`config.mk`:
```
export PLATFORM = sky130hd
export DESIGN_NAME = snoopy_bus_arbiter_flat
export DESIGN_NICKNAME = d
export VERILOG_FILES = /design/src/rtl/snoopy_bus_arbiter_if.sv /design/src/rtl/snoopy_bus_arbiter.sv /design/src/flat_wrapper.sv
export SDC_FILE = /design/constraint.sdc
export NUM_CORES = 1
export LEC_CHECK = 0
export ABC_AREA = 0
export CORE_MARGIN = 3
export CORE_UTILIZATION = 54
export CTS_CLUSTER_DIAMETER = 30
export DETAILED_ROUTE_END_ITERATION = 7
export PLACE_DENSITY_LB_ADDON = 0.08
export SLEW_MARGIN = 20
export SYNTH_ARGS = -nofsm -noshare
export SYNTH_HDL_FRONTEND = slang
export SYNTH_SLANG_ARGS = --single-unit
```
`constraint.sdc`:
```
create_clock -name clock -period 7.2 [get_ports clock]
set_input_delay 1.08 -clock clock [delete_from_list [all_inputs] [get_ports clock]]
set_output_delay 1.08 -clock clock [all_outputs]
set_load 0.005 [all_outputs]
```
`src/rtl/snoopy_bus_arbiter_if.sv`:
```
// Snoopy bus arbitration signal bundle shared by the caches and the arbiter.
// master: cache side (drives requests); slave: arbiter side (drives grants).
interface snoopy_bus_arbiter_if #(
    parameter int NUMBER_OF_CACHES = 4
);
    localparam int OW = $clog2(NUMBER_OF_CACHES);

    logic [NUMBER_OF_CACHES-1:0] busRequest;
    logic [NUMBER_OF_CACHES-1:0] busGrant;
    logic [OW-1:0]               busOwner;
    logic                        busBusy;
    logic [NUMBER_OF_CACHES-1:0] snoopRequest;
    logic [NUMBER_OF_CACHES-1:0] snoopGrant;
    logic                        holdTimeout;

    modport master (
        output busRequest, snoopRequest,
        input  busGrant, busOwner, busBusy, snoopGrant, holdTimeout
    );

    modport slave (
        input  busRequest, snoopRequest,
        output busGrant, busOwner, busBusy, snoopGrant, holdTimeout
    );
endinterface

```
`src/rtl/snoopy_bus_arbiter.sv`:
```
// Round-robin snoopy bus arbiter with optional ownership limit and snoop
// responder selection. Ports: clock, reset (sync, active-high), bus (slave).
module snoopy_bus_arbiter #(
    parameter int NUMBER_OF_CACHES = 4,
    parameter int MAX_HOLD_CYCLES  = 0
) (
    input logic                clock,
    input logic                reset,
    snoopy_bus_arbiter_if.slave bus
);
    localparam int N  = NUMBER_OF_CACHES;
    localparam int OW = $clog2(N);
    localparam int CW = (MAX_HOLD_CYCLES > 0) ? $clog2(MAX_HOLD_CYCLES + 1) : 1;
    localparam logic [OW:0]   NUM_C     = N[OW:0];
    localparam logic [CW-1:0] HOLD_LAST = (MAX_HOLD_CYCLES > 0) ?
                                          CW'(MAX_HOLD_CYCLES - 1) : '0;
    localparam logic [N-1:0]  ONE       = {{(N-1){1'b0}}, 1'b1};

    typedef enum logic [1:0] {IDLE, GRANTED, RELEASE} state_t;

    state_t        r_state, w_state;
    logic [OW-1:0] r_ptr, w_ptr;
    logic [CW-1:0] r_cnt, w_cnt;
    logic [N-1:0]  r_busGrant, w_busGrant;
    logic [OW-1:0] r_busOwner, w_busOwner;
    logic [N-1:0]  r_snoopGrant, w_snoopGrant;
    logic          r_holdTimeout, w_holdTimeout;

    logic [OW:0]   w_pick;
    logic [OW-1:0] w_win;
    logic [OW:0]   w_inc;
    logic [N-1:0]  w_cand;
    logic [N-1:0]  w_low;

    // Search upward from ptr with wrap; MSB of result flags a hit.
    function automatic logic [OW:0] rr_pick(
        input logic [N-1:0]  req,
        input logic [OW-1:0] ptr
    );
        logic [OW:0]   s;
        logic          found;
        logic [OW-1:0] win;
        s     = {1'b0, ptr};
        found = 1'b0;
        win   = '0;
        for (int k = 0; k < N; k++) begin
            if (!found && req[s[OW-1:0]]) begin
                found = 1'b1;
                win   = s[OW-1:0];
            end
            s = s + 1'b1;
            if (s == NUM_C) s = '0;
        end
        return {found, win};
    endfunction

    always_comb begin
        w_pick = rr_pick(bus.busRequest, r_ptr);
        w_win  = w_pick[OW-1:0];
        w_inc  = {1'b0, w_win} + 1'b1;
        // Owner bit masked via its one-hot grant; isolate lowest snooper.
        w_cand = bus.snoopRequest & ~r_busGrant;
        w_low  = w_cand & (~w_cand + ONE);

        w_state       = r_state;
        w_ptr         = r_ptr;
        w_cnt         = r_cnt;
        w_busGrant    = r_busGrant;
        w_busOwner    = r_busOwner;
        w_snoopGrant  = '0;
        w_holdTimeout = 1'b0;

        case (r_state)
            IDLE: begin
                if (w_pick[OW]) begin
                    w_state    = GRANTED;
                    w_busGrant = ONE << w_win;
                    w_busOwner = w_win;
                    w_ptr      = (w_inc == NUM_C) ? '0 : w_inc[OW-1:0];
                    w_cnt      = '0;
                end
            end
            GRANTED: begin
                if ((bus.busRequest & r_busGrant) == '0) begin
                    w_state    = RELEASE;
                    w_busGrant = '0;
                    w_busOwner = '0;
                end else if (MAX_HOLD_CYCLES != 0 && r_cnt == HOLD_LAST) begin
                    w_state       = RELEASE;
                    w_busGrant    = '0;
                    w_busOwner    = '0;
                    w_holdTimeout = 1'b1;
                end else begin
                    w_cnt = (&r_cnt) ? r_cnt : r_cnt + 1'b1;
                    // Keep the current snooper until its request drops.
                    if ((r_snoopGrant & bus.snoopRequest) != '0)
                        w_snoopGrant = r_snoopGrant;
                    else
                        w_snoopGrant = w_low;
                end
            end
            RELEASE: w_state = IDLE;
            default: begin
                w_state    = IDLE;
                w_busGrant = '0;
                w_busOwner = '0;
            end
        endcase
    end

    always_ff @(posedge clock) begin
        if (reset) begin
            r_state       <= IDLE;
            r_ptr         <= '0;
            r_cnt         <= '0;
            r_busGrant    <= '0;
            r_busOwner    <= '0;
            r_snoopGrant  <= '0;
            r_holdTimeout <= 1'b0;
        end else begin
            r_state       <= w_state;
            r_ptr         <= w_ptr;
            r_cnt         <= w_cnt;
            r_busGrant    <= w_busGrant;
            r_busOwner    <= w_busOwner;
            r_snoopGrant  <= w_snoopGrant;
            r_holdTimeout <= w_holdTimeout;
        end
    end

    assign bus.busGrant    = r_busGrant;
    assign bus.busOwner    = r_busOwner;
    assign bus.busBusy     = |r_busGrant;
    assign bus.snoopGrant  = r_snoopGrant;
    assign bus.holdTimeout = r_holdTimeout;
endmodule

```
`src/flat_wrapper.sv`:
```
// flat-port wrapper written by rule: the top's interface ports become plain ports
module snoopy_bus_arbiter_flat 
#(
    parameter int NUMBER_OF_CACHES = 4,
    parameter int MAX_HOLD_CYCLES  = 0
)
  (clock, reset, bus_busRequest, bus_snoopRequest, bus_busGrant, bus_busOwner, bus_busBusy, bus_snoopGrant, bus_holdTimeout);
  snoopy_bus_arbiter_if #(.NUMBER_OF_CACHES(NUMBER_OF_CACHES)) bus_i ();
  input logic clock;
  input logic reset;
  input wire logic [$bits(bus_i.busRequest)-1:0] bus_busRequest;
  input wire logic [$bits(bus_i.snoopRequest)-1:0] bus_snoopRequest;
  output wire logic [$bits(bus_i.busGrant)-1:0] bus_busGrant;
  output wire logic [$bits(bus_i.busOwner)-1:0] bus_busOwner;
  output wire logic [$bits(bus_i.busBusy)-1:0] bus_busBusy;
  output wire logic [$bits(bus_i.snoopGrant)-1:0] bus_snoopGrant;
  output wire logic [$bits(bus_i.holdTimeout)-1:0] bus_holdTimeout;
  assign bus_i.busRequest = bus_busRequest;
  assign bus_i.snoopRequest = bus_snoopRequest;
  assign bus_busGrant = bus_i.busGrant;
  assign bus_busOwner = bus_i.busOwner;
  assign bus_busBusy = bus_i.busBusy;
  assign bus_snoopGrant = bus_i.snoopGrant;
  assign bus_holdTimeout = bus_i.holdTimeout;
  snoopy_bus_arbiter #(.NUMBER_OF_CACHES(NUMBER_OF_CACHES), .MAX_HOLD_CYCLES(MAX_HOLD_CYCLES)) u_core (.clock(clock), .reset(reset), .bus(bus_i));
endmodule
```
Word-level counts from Yosys, hierarchy flattened
Index checks and enable logic that the tools add are counted.

storage, ports and cells
  input bits = 10
  output and inout bits = 12
  bits in registers = 14

operators by class
  multiplexer cells = 29
  reductions and logical operators = 14
  bitwise gates (word level) = 8
  shift operators = 1
  $lt $le $gt $ge = 4
  add/sub/neg operators = 5
  equality and inequality tests = 8

operators with widths
  operator                                                                 number
  2-bit 2-to-1 mux                                                         10
  4-bit AND                                                                4
  3-bit == test, second input constant                                     4
  2-bit by 3-bit < comparator with 1-bit output, second input constant     4
  4-bit one-hot mux with 3 select lines                                    1
  1-bit binary-select mux with 2-bit select                                4
  1-bit 2-to-1 mux                                                         8
  4-bit 2-to-1 mux                                                         2
  4-bit NOT                                                                2
  2-bit by 1-bit adder with 3-bit output, second input constant            2
  3-bit by 1-bit adder with 3-bit output, second input constant            2
  3-bit 2-to-1 mux                                                         2
  2-bit one-hot mux with 3 select lines                                    1
  4-bit by 1-bit adder with 4-bit output, second input constant            1
  4-bit zero test                                                          1
  2-bit by 1-bit inequality test with 1-bit output, second input constant  2
  2-bit one-hot mux with 2 select lines                                    1
  2-bit AND reduction                                                      2
  4-bit nonzero test                                                       1
  4-bit OR reduction                                                       1
  1-bit by 2-bit << shifter with 4-bit output, first input constant        1
  1-bit logical AND                                                        3
  1-bit zero test                                                          3
  3-bit AND reduction                                                      1
  5 further kinds                                                          6

Depth between registers and ports, before layout
  depth after elaboration = 16
  depth in mapped cells = 9
  mapped depth without buffers = 9

Least setup slack after synthesis
OpenSTA, ideal clock, no wires.

  path kind = input -> register
  start point = input bus_busRequest[1]
  end point = register u_core.r_ptr[1]
  stages = 8
  setup slack = 4,273 ps
  library setup time = 128 ps
  buffers on the path = 1
  arrival time = 2,800 ps
  data required time = 7,072 ps
  path through = buf_6 -> mux4_2 -> a311o_1 -> a32oi_2 -> inv_1 -> ha_1 -> mux2i_1 -> nor2_1

on the way
  word-level cells in the longest chain between the ends = 15
  elaborated cells between the ends (all ways) = 26
  classes of those cells = add/sub: 1; eq/ne: 1; mux: 17; reduce/logical: 7

RTL lines
  what                                       RTL line                   text
  start: declaration                         flat_wrapper.sv:11         input wire logic [$bits(bus_i.busRequest)-1:0] bus_busRequest;
  1-bit binary-select mux with 2-bit select  snoopy_bus_arbiter.sv:47   if (!found && req[s[OW-1:0]]) begin
  1-bit 2-to-1 mux (implied by the code)     snoopy_bus_arbiter.sv:47
  1-bit 2-to-1 mux                           snoopy_bus_arbiter.sv:47
  1-bit zero test                            snoopy_bus_arbiter.sv:47
  1-bit logical AND                          snoopy_bus_arbiter.sv:47
  1-bit 2-to-1 mux                           snoopy_bus_arbiter.sv:47
  1-bit zero test                            snoopy_bus_arbiter.sv:47
  1-bit logical AND                          snoopy_bus_arbiter.sv:47
  1-bit 2-to-1 mux                           snoopy_bus_arbiter.sv:47
  1-bit zero test                            snoopy_bus_arbiter.sv:47
  1-bit logical AND                          snoopy_bus_arbiter.sv:47
  2-bit 2-to-1 mux                           snoopy_bus_arbiter.sv:47
  2-bit by 1-bit adder with 3-bit output     snoopy_bus_arbiter.sv:60   w_inc = {1'b0, w_win} + 1'b1;
  3-bit == test                              snoopy_bus_arbiter.sv:79   w_ptr = (w_inc == NUM_C) ? '0 : w_inc[OW-1:0];
  2-bit 2-to-1 mux                           snoopy_bus_arbiter.sv:79
  end signal: assignment                     snoopy_bus_arbiter.sv:122  r_ptr <= w_ptr;
  end: declaration                           snoopy_bus_arbiter.sv:22   logic [OW-1:0] r_ptr, w_ptr;

Parallel ways exist; a longest one is shown, timed or not. The select of a mux whose other input is x is not followed.
A chain may end at the register's enable or synchronous reset.

Worst setup path in the final report
  start point = input bus_busRequest[3]
  end point = register u_core.r_ptr[1]

Same word-level chain as after synthesis.

==> flow_metrics.tcl <==
set metrics [dict create \
    hold_viol 0 \
    io-pin-count 22 \
    yosys.area.top_type_share_pct 26.4 \
    fmax_mhz 296 \
    antenna_found_initial 0 \
    ys_ff_latch 14 \
    synth.area.top_cells "dfxtp_1 (26%), ha_1 (5.9%), mux4_2 (4.3%)" \
    hold_path.startpoint "u_core.bus.snoopGrant[3]" \
    layout-drive-gt1-share_pct 10.1 \
    synthXorXnorAreaFrac_pct 0 \
    insertion_delay_ns 0.28 \
    path_clk_slew_ns 0.08 \
    finalCritPeriodShare_pct 46.9 \
    slew_violations 0 \
    grtUsageMet2_pct 29.3 \
    firstDrtPassIters 6 \
    die_area_um2 2530 \
    p_leak_uw 0.000454 \
    area_delta_synth_final_pct 20.7 \
    design_area_um2 1280 \
    critical_path.startpoint "bus_busRequest[3]" \
    cp_slowest_cell "clkdlybuf4s50_1" \
    place_area_um2 1240 \
    cp_num_buf_inv 2 \
    cpLargestDelayFamily "multiplexers" \
    async_reset_ff_share_pct 0 \
    numCtsBuffers 3 \
    rsz0062_at_grt "no" \
    netlist_instances 123 \
    antennaDiodeCount 0 \
    synth_compound_area_share_pct 24.1 \
    cp.arrival_ns 3.54 \
    die_w_um 50.3 \
    grt.overflow.total 0 \
    p_total_uw 437 \
    portBuffers 20 \
    ys_seq_area_share_pct 26.4 \
    maxCapViolCount 0 \
    synth_edf_count 0 \
    powerDensity_nw_per_um2 342 \
    initial_core_util_pct 59.4 \
    gr-usage-met1_pct 26.5 \
    worstSetupPathType "in -> reg" \
    worstSetupEndpointType "flip-flop" \
    drtAntennaViolNets 0 \
    synthFlopType "dfxtp_1" \
    r2r-start "u_core.r_ptr[0]" \
    worst_pin_slew_ns 0.528 \
    path_cells "clkdlybuf4s50_1, mux4_2, a311o_1, a32oi_2, inv_1, ha_1, mux2i_1, nor2_1" \
    synthSimpleGateAreaFrac_pct 27.7 \
    grt_pass1_wl_um 3830 \
    ir_drop_uv 240 \
    gp_congestion 0.799 \
    synthesis.nets 138 \
    nFillCells 141 \
    grt_pass1_vias 858 \
    setup_viol 0 \
    cts_tree "yes" \
    grt_usage_pct 19.0 \
    cts_buffer_depth 2 \
    cts_resized 0 \
    synth_top_family_by_area "simple AND/OR/NAND/NOR gates" \
    postLayoutCoreUtil_pct 71.7 \
    register_area_um2 280 \
    rows 15 \
    layout.nets 154 \
    final_common_cell "clkdlybuf4s50_1" \
    cpPeakStageDelay_ns 0.62 \
    globalRouteMet3Util_pct 3.26 \
    grt_max_degree 17 \
    synth_warnings 0 \
    fin_worst_skew_ns 0.00560 \
    hp-class "reg -> reg" \
    fin_tns_setup_ns 0 \
    critPathRequiredTime_ns 7.36 \
    top_usage_layer "met2" \
    startpoint_type "primary input" \
    synthAdderAreaFrac_pct 5.90 \
    hold_ws_ns 0.480 \
    clkSinkCount 14 \
    cts_max_level 1 \
    relSlewSlack_pct 64.8 \
    synth_area_um2 1060 \
    status "completed" \
    cts_root_buf "clkbuf_4" \
    yosysTopAreaCell "dfxtp_1" \
    via_per_inst 5.90 \
    wire_per_inst_um 13.6 \
    wirelength_um 2210 \
    muxShareOfSynthArea_pct 9.09 \
    post_cts_buffers 0 \
    dr.first_iter.drc_count 33 \
    crit_fanout 14 \
    multi_input_area_um2 712 \
    die_h_um 50.3 \
    avgSynthCellArea_um2 8.62 \
    synth_cell_types 43 \
    cts.hold.buffers_added 0 \
    core_area_um2 1780 \
    vias 962 \
    period_needed_ns 3.38 \
    dp_hpwl_um 1660 \
    layout_common_cells "clkdlybuf4s50_1 (20), dfxtp_1 (14), nand2_1 (11)" \
    remaining_drc_errors 0 \
]
## state kept, by name, indices dropped and copies added, names as in the netlist
| name | cells |
|---|---|
| u_core.bus.busGrant | 4 |
| u_core.bus.busOwner | 2 |
| u_core.bus.snoopGrant | 4 |
| u_core.r_ptr | 2 |
| u_core.r_state | 2 |
## worst min-delay path, delay by kind of cell, from the launching register on
kind	cells	cell delay, ns
flops	1	0.33
simple gates	1	0.06
compound gates	1	0.05
## report_power, final
group	internal, uW	total [uW]	switching [uW]
clock	30.7	55.1	24.4
combinational	128	249	121
sequential	98.7	133	34.0
total	257	437	179
## path summary, 6_finish.rpt
| path | to | slack [ns] | cells past startpoint |
|---|---|---|---|
| setup / recovery | u_core.r_ptr[1] | 3.82 | 8 |
| hold reg to reg | u_core.bus.snoopGrant[3] | 0.48 | 2 |
| hold / removal | u_core.bus.snoopGrant[3] | 0.48 | 2 |
| setup reg to reg | u_core.r_ptr[1] | 4.22 | 9 |
## routing by layer
layer	vias to the layer above	share of wire, %
li1	487	-
met4	0	1.4
met3	4	4.1
met1	450	48
met5	-	0
met2	21	46
## cells in the mapped netlist, drive strengths merged, types with 2 or more instances
cell,number
mux2i,4
mux4,2
a21oi,7
a31oi,5
dfxtp,14
nor2,11
inv,5
nand2,11
or3b,6
o311ai,2
nand3,2
nand2b,5
clkbuf,4
or2b,2
a22oi,2
a311o,2
nor3,4
nand3b,5
buf,5
nor2b,2
o32ai,2
ha,5
o21ai,3
## per-stage QoR
step / instances / setup WS [ns]
3_5_place_dp: 159 / 3.56
2_1_floorplan: 123 / 4.27
5_1_grt: 163 / 3.71
4_1_cts: 163 / 3.84
6_report: 163 / 3.82
3_3_place_gp: 159 / 3.63
## cell families after synthesis
kind of cell / count (synthesis)
muxes: 7
buffers and inverters: 14
adders and majority gates: 5
other: 1
DFF: 14
and+or+nand+nor: 51
AOI/OAI and AO/OA: 31
## layout make-up
cell class                      count  area share [%]
Tap cell                           25            2.45
Inverter                            5            1.47
Multi-Input combinational cell     95            55.7
Clock buffer                        4            2.84
Sequential cell                    14            21.9
Timing Repair Buffer               20            15.7
No activity file was read; power rests on OpenSTA's default activity.
